[src/rtl/vcb_mod_cled.sv]
// vcb_mod_cled: programmable-modulus up/down counter with wrap, saturate and one-shot end modes
module vcb_mod_cled #(
  parameter int WIDTH = 4
) (
  input  logic             clk,
  input  logic             clr,
  input  logic             ce,
  input  logic             up,
  input  logic             l,
  input  logic [WIDTH-1:0] di,
  input  logic [WIDTH-1:0] mod,
  input  logic [1:0]       mode,
  output logic [WIDTH-1:0] q,
  output logic             tc,
  output logic             ceo,
  output logic             wrp,
  output logic             done
);
  logic             wrap_mode, one_mode, oor, step, hit;
  logic [WIDTH-1:0] q_step;
  always_comb begin
    wrap_mode = mode == 2'b00 || mode == 2'b11;
    one_mode  = mode == 2'b10;
    oor       = q > mod;
    tc        = q == (up ? mod : '0);
    ceo       = ce && tc && wrap_mode && !l && !clr;
    step      = ce && !(one_mode && done);
    hit       = !oor && tc;
    // out-of-range recovery takes precedence over normal stepping and never pulses wrp
    q_step    = oor ? (wrap_mode ? '0 : mod) :
                !tc ? (up ? q + 1'b1 : q - 1'b1) :
                wrap_mode ? (up ? '0 : mod) : q;
  end
  always_ff @(posedge clk) begin
    if (clr) begin
      q    <= '0;
      done <= 1'b0;
      wrp  <= 1'b0;
    end else if (l) begin
      q    <= di > mod ? mod : di;
      done <= 1'b0;
      wrp  <= 1'b0;
    end else if (step) begin
      q    <= q_step;
      wrp  <= hit && wrap_mode;
      done <= done || (hit && one_mode);
    end else
      wrp  <= 1'b0;
  end
endmodule

[config.mk]
export PLATFORM = sky130hd
export DESIGN_NAME = vcb_mod_cled
export DESIGN_NICKNAME = d
export VERILOG_FILES = /design/src/rtl/vcb_mod_cled.sv
export SDC_FILE = /design/constraint.sdc
export NUM_CORES = 1
export LEC_CHECK = 0
export CORE_MARGIN = 5
export CORE_UTILIZATION = 52
export CTS_CLUSTER_DIAMETER = 100
export DETAILED_ROUTE_END_ITERATION = 10
export MAX_ROUTING_LAYER = met4
export PLACE_DENSITY = 0.86
export SLEW_MARGIN = 20
export SYNTH_ARGS = -nofsm -noshare
export SYNTH_HDL_FRONTEND = slang
export SYNTH_SLANG_ARGS = --single-unit
[constraint.sdc]
create_clock -name clk -period 4.4 [get_ports clk]
set_clock_uncertainty 0.15 [all_clocks]
set_input_delay 1.1 -clock clk [delete_from_list [all_inputs] [get_ports clk]]
set_output_delay 1.1 -clock clk [all_outputs]
set_load 0.02 [all_outputs]
==> results.py, run 1 <==
metrics = {
    "synthesis": {
        "synth-seq-area-share_pct": 13.6,
        "yosysMostFrequentCell": "ha_1",
        "synth_top_area_share_pct": 15.6,
        "syn_inst": 108,
        "ys_ff_latch": 6,
        "async_flop_share_pct": 0,
        "synth_area_sq_um": 882,
        "synth_warnings": 0,
        "synth_cell_types": 44,
        "syn_avg_cell_area_sq_um": 8.17,
        "syn-num-nets": 135,
        "yosys-top-cells-count": "ha_1 (11), nor2_1 (10), inv_1 (8)",
        "synth_ff_type": "dfxtp_1",
        "synth_edf_count": 0,
        "synth_area_leaders": "ha_1 (16%), dfxtp_1 (14%), nor2_1 (4.3%)",
        "yosys.area.top_type": "ha_1",
    },
    "global_routing": {
        "antenna_found_initial": 0,
        "grt.overflow.total": 0,
        "grt_pass1_vias": 953,
        "grt_usage_pct": 20.3,
        "grt_pass1_wl_um": 4020,
        "grt_max_degree": 10,
    },
    "worst_setup_path": {
        "r2r_slack_ps": 1900,
        "r2r_cells": 7,
        "cp.arrival_ps": 3080,
        "cp-start-kind": "input port",
        "rr_startpoint": "q[1]",
        "critPathMaxFanout": 8,
        "critPathRequiredTime_ps": 3150,
        "criticalPathCategory": "in -> out",
        "end_kind": "primary output",
        "rr_endpoint": "q[3]",
    },
    "worst_hold_path": {
        "hold_depth": 2,
        "hold_end": "wrp",
        "min-delay-start": "done",
        "hp-class": "reg -> reg",
    },
    "power_and_ir_drop": {
        "p_leak_nw": 0.491,
        "seqPwrFrac_pct": 25.2,
        "p_clk_share_pct": 17.9,
        "peakVddDrop_mv": 0.119,
        "power.switching_uw": 120,
        "internal_power_uw": 170,
        "power.density_nw_per_um2": 255,
        "switching_share_pct": 41.3,
        "comb_power_share_pct": 56.9,
    },
    "timing": {
        "rsz0062_at_grt": "false",
        "period_minus_slack_ps": 4330,
        "tightest_slew_ps": 554,
        "setup_tns_ps": 0,
        "slew_violations": 0,
        "fmax_ghz": 0.231,
        "finalHoldViolCount": 0,
        "period_share_pct": 98.3,
        "max_slew_margin_pct": 62.8,
        "setup_violations": 0,
        "whs_ps": 449,
    },
    "placed_design": {
        "gp_congestion": 0.897,
        "dp_hpwl_um": 1920,
        "port_buffers": 22,
    },
    "cts": {
        "cts_tree": "yes",
        "cts_hold_buf": 0,
        "clock-root-buffer": "clkbuf_4",
        "cts_buffers": 3,
        "worstSkewPairLatency_ps": 250,
        "clock_path_buffers": 2,
        "htree_levels": 1,
        "cts_sinks": 6,
        "cts_setup_buffers": 0,
        "cts_resized": 0,
        "path_clk_slew_ps": 40,
    },
    "floorplanning": {
        "io_pins": 23,
        "core_region_area_sq_um": 1560,
        "start_util_pct": 56.6,
        "die_y_um": 51.2,
        "rows": 14,
        "dieArea_sq_um": 2620,
        "chipWidth_um": 51.2,
    },
    "layout": {
        "n_antenna_cell": 0,
        "fillers": 117,
        "final_nets": 162,
        "ff_latch_area_sq_um": 120,
        "multi_input_area_sq_um": 701,
        "layout-drive-gt1-share_pct": 12.0,
        "syn_to_final_growth_pct": 28.7,
    },
    "detailed_routing": {
        "detail_route.iter0.violations": 26,
        "drc": 0,
        "drt.antenna.violating_nets": 0,
        "viasPerCell": 6.40,
        "num_vias": 954,
        "wirelength_um": 2370,
        "wl_per_cell_um": 15.9,
        "firstDrtPassIters": 4,
    },
    "flow_run": {
        "cap_violations": 0,
    },
    "outcome": {
        "outcome": "complete, no violations",
    },
}
final cells by class:
class / count / area share (%)
clock buffer: 3 / 1.98
multi-input combinational: 91 / 61.7
sequential: 6 / 10.6
inverter: 9 / 3.20
tap: 16 / 1.76
timing repair buffer: 24 / 20.7
worst max-delay path by stage:
stage	to	slack, ps	start	cells past startpoint
after global routing	ceo	10	up	6
after global placement	ceo	160	mod[1]	6
final	ceo	70	mod[3]	6
after floorplan	ceo	1070	mode[0]	5
after CTS	ceo	90	mod[3]	6
after detailed placement	ceo	90	mod[3]	6
logic make-up after synthesis:
| logic type | count (synthesis) | share of synthesized area [%] |
|---|---|---|
| AOI/OAI and AO/OA | 31 | 27.5 |
| DFF | 6 | 13.6 |
| buffers and inverters | 11 | 6.95 |
| xor gates and xnor gates | 5 | 4.97 |
| adders and majority gates | 12 | 17.9 |
| muxes | 1 | 1.70 |
| and+or+nand+nor | 42 | 27.4 |
cells in the final DEF, fill, tap and decap left out, types with 2 or more instances in the layout:
master,Yosys,final
a21oi_1,3,3
a31oi_1,4,4
and4bb_1,2,2
buf_4,0,2
clkbuf_4,0,3
clkdlybuf4s50_1,0,22
dfxtp_1,6,6
ha_1,11,11
inv_1,8,8
nand2_1,7,7
nand3_1,4,4
nor2_1,10,10
nor2b_1,3,3
nor3_1,5,5
nor4_1,3,3
o21ai_0,4,4
o21ai_1,5,5
xnor2_1,3,3
xor2_1,2,2
worst max-delay path, stage by stage:
cell	delay, ps
clkdlybuf4s50_1	510
and4bb_1	340
a2bb2oi_2	70
a22o_4	260
nor2_1	150
clkdlybuf4s50_1	630
power groups by stage:
stage	clock network, mW	registers [mW]	logic [mW]
3_3_place_gp	0	0.0732	0.157
4_1_cts	0.0512	0.0726	0.164
3_5_place_dp	0	0.0736	0.163
5_1_grt	0.0572	0.0742	0.180
6_report	0.0519	0.0729	0.165
2_1_floorplan	0	0.0757	0.107
through the flow:
stage	area, sq um	setup WS [ps]	util (%)	power, mW	std cells
2_1_floorplan	882	1070	-	0.183	108
3_3_place_gp	1110	164	71.3	0.231	146
3_5_place_dp	1110	93.6	71.3	0.236	146
4_1_cts	1130	85.2	72.8	0.288	149
5_1_grt	1130	10.5	72.8	0.311	149
6_report	1130	74.9	72.8	0.289	149
flip-flops by register name, summed over array words and instances (netlist names):
register,count
q,4
done,1
wrp,1
layer usage:
layer / global-route usage [%] / share of wire (%)
met1: 24.0 / 41
met2: 32.6 / 49
met3: 3.49 / 7.9
met4: 11.2 / 1.5
met5: - / 0
Note: power is estimated with default switching activity, not from simulation.
==> inputs of run 2 (changes only) <==
SETUP_SLACK_MARGIN = 0.05   (was not set)
==> results.py, run 2 (synthesized netlist as in run 1, its figures left out) <==
metrics = {
    "outcome": {
        "outcome": "complete, no violations",
    },
    "detailed_routing": {
        "detail_route.iter0.violations": 41,
        "viasPerCell": 6.40,
        "num_vias": 954,
        "wl_per_cell_um": 16.4,
        "top_layer": "met4",
        "wirelength_um": 2450,
        "drc": 0,
        "route.met3.wl_um": 185,
        "wl_met2_um": 1200,
        "firstDrtPassIters": 4,
        "drt.antenna.violating_nets": 0,
        "drt-met1-wl_um": 1030,
    },
    "timing": {
        "period_share_pct": 96.7,
        "setup_tns_ps": 0,
        "fmax_ghz": 0.235,
        "max_slew_margin_pct": 61.6,
        "period_minus_slack_ps": 4250,
        "whs_ps": 451,
        "rsz0062_at_grt": "false",
        "setup_violations": 0,
        "tightest_slew_ps": 573,
        "finalHoldViolCount": 0,
        "fin_ws_ps": 146,
        "slew_violations": 0,
    },
    "placed_design": {
        "postPlaceCellArea_sq_um": 1110,
        "gp_congestion": 0.897,
        "place_inst": 146,
        "pre_cts_ws_ps": 93.6,
        "dp_hpwl_um": 1920,
        "port_buffers": 22,
    },
    "worst_hold_path": {
        "hp-class": "reg -> reg",
        "hold_depth": 2,
        "min-delay-start": "done",
        "hold_end": "wrp",
    },
    "global_routing": {
        "grt_pass1_wl_um": 4020,
        "grt_pass1_vias": 953,
        "grt.overflow.total": 0,
        "grt_max_degree": 10,
        "antenna_found_initial": 0,
        "grt_usage_pct": 20.3,
    },
    "worst_setup_path": {
        "cp.arrival_ps": 3000,
        "cp-start-kind": "input port",
        "r2r_cells": 7,
        "critPathMaxFanout": 8,
        "end_kind": "primary output",
        "rr_startpoint": "q[1]",
        "r2r_slack_ps": 1880,
        "criticalPathCategory": "in -> out",
        "rr_endpoint": "q[3]",
        "critPathRequiredTime_ps": 3150,
    },
    "floorplanning": {
        "rows": 14,
        "io_pins": 23,
        "dieArea_sq_um": 2620,
        "core_region_area_sq_um": 1560,
        "chipWidth_um": 51.2,
        "start_util_pct": 56.6,
        "die_y_um": 51.2,
    },
    "layout": {
        "top_register": "q",
        "final_nets": 162,
        "fillers": 116,
        "layout-drive-gt1-share_pct": 12.0,
        "final_cell_mix": "clkdlybuf4s50_1 (21), ha_1 (11), nor2_1 (10)",
        "final_area_sq_um": 1140,
        "top_regs": "q (4), done (1), wrp (1)",
        "fin_cells": 149,
        "n_antenna_cell": 0,
        "final_common_cell": "clkdlybuf4s50_1",
        "largest_register_ffs": 4,
        "syn_to_final_growth_pct": 28.9,
        "postLayoutCoreUtil_pct": 73.0,
    },
    "power_and_ir_drop": {
        "power.density_nw_per_um2": 256,
        "seqPwrFrac_pct": 25.2,
        "p_clk_share_pct": 17.8,
        "internal_power_uw": 170,
        "peakVddDrop_mv": 0.121,
        "p_leak_nw": 0.510,
        "power.total_uw": 291,
        "switching_share_pct": 41.7,
        "power.switching_uw": 121,
        "comb_power_share_pct": 57.0,
    },
    "cts": {
        "path_clk_slew_ps": 40,
        "cts_setup_buffers": 0,
        "cts_hold_buf": 0,
        "cts_buffers": 3,
        "cts_tree": "yes",
        "clock-root-buffer": "clkbuf_4",
        "worstSkewPairLatency_ps": 250,
        "htree_levels": 1,
        "clock_path_buffers": 2,
        "cts_sinks": 6,
    },
    "flow_run": {
        "cap_violations": 0,
    },
}
==> run 2: changes by cell type in the layout (fill, tap and decap cells not counted) <==
cell	change
dlymetal6s2s_1	+1
clkdlybuf4s50_1	-1
==> run 2: metal layers <==
layer,vias up,track usage (%)
met4,0,11.2
met5,-,-
li1,460,-
met1,444,24.0
met2,45,32.6
met3,5,3.49
==> run 2: worst max path at each step <==
stage / slack [ps] / end / startpoint / cells after the start
6_report: 150 / tc / mod[3] / 6
5_1_grt: 80 / tc / up / 6
4_1_cts: 90 / ceo / mod[3] / 6
3_5_place_dp: 90 / ceo / mod[3] / 6
3_3_place_gp: 160 / ceo / mod[1] / 6
2_1_floorplan: 1070 / ceo / mode[0] / 5
==> run 2: what timing repair did <==
| item | in CTS | in global routing |
|---|---|---|
| endpoints found under the hold margin | 0 | 0 |
| gates resized for setup | 0 | 1 |
| endpoints found under the setup margin | 0 | 1 |
==> run 2: cell type report <==
class	instances	area, sq um	share of cell area [%]
Clock buffer	3	22.5	1.98
Timing Repair Buffer	24	238	20.9
Tap cell	16	20.0	1.76
Multi-Input combinational cell	91	701	61.6
Sequential cell	6	120	10.6
Inverter	9	36.3	3.19
==> run 2: worst max-delay path, cell delays in order <==
cell and delay [ps]:
clkdlybuf4s50_1 510, and4bb_1 340, a2bb2oi_2 70, a22o_4 260, inv_4 100, clkdlybuf4s50_1 620
==> run 2: power by group through the flow <==
| stage | clock, mW | combinational (mW) | sequential, mW |
|---|---|---|---|
| floorplan | 0 | 0.107 | 0.0757 |
| global placement | 0 | 0.157 | 0.0732 |
| detailed placement | 0 | 0.163 | 0.0736 |
| CTS | 0.0512 | 0.164 | 0.0726 |
| global route | 0.0572 | 0.181 | 0.0742 |
| finish | 0.0518 | 0.166 | 0.0732 |
==> inputs of run 3 (changes only) <==
ABC_AREA = 0   (was not set)
==> results of run 3 <==
Final layout, timing and power as in run 2 (identical DEF).
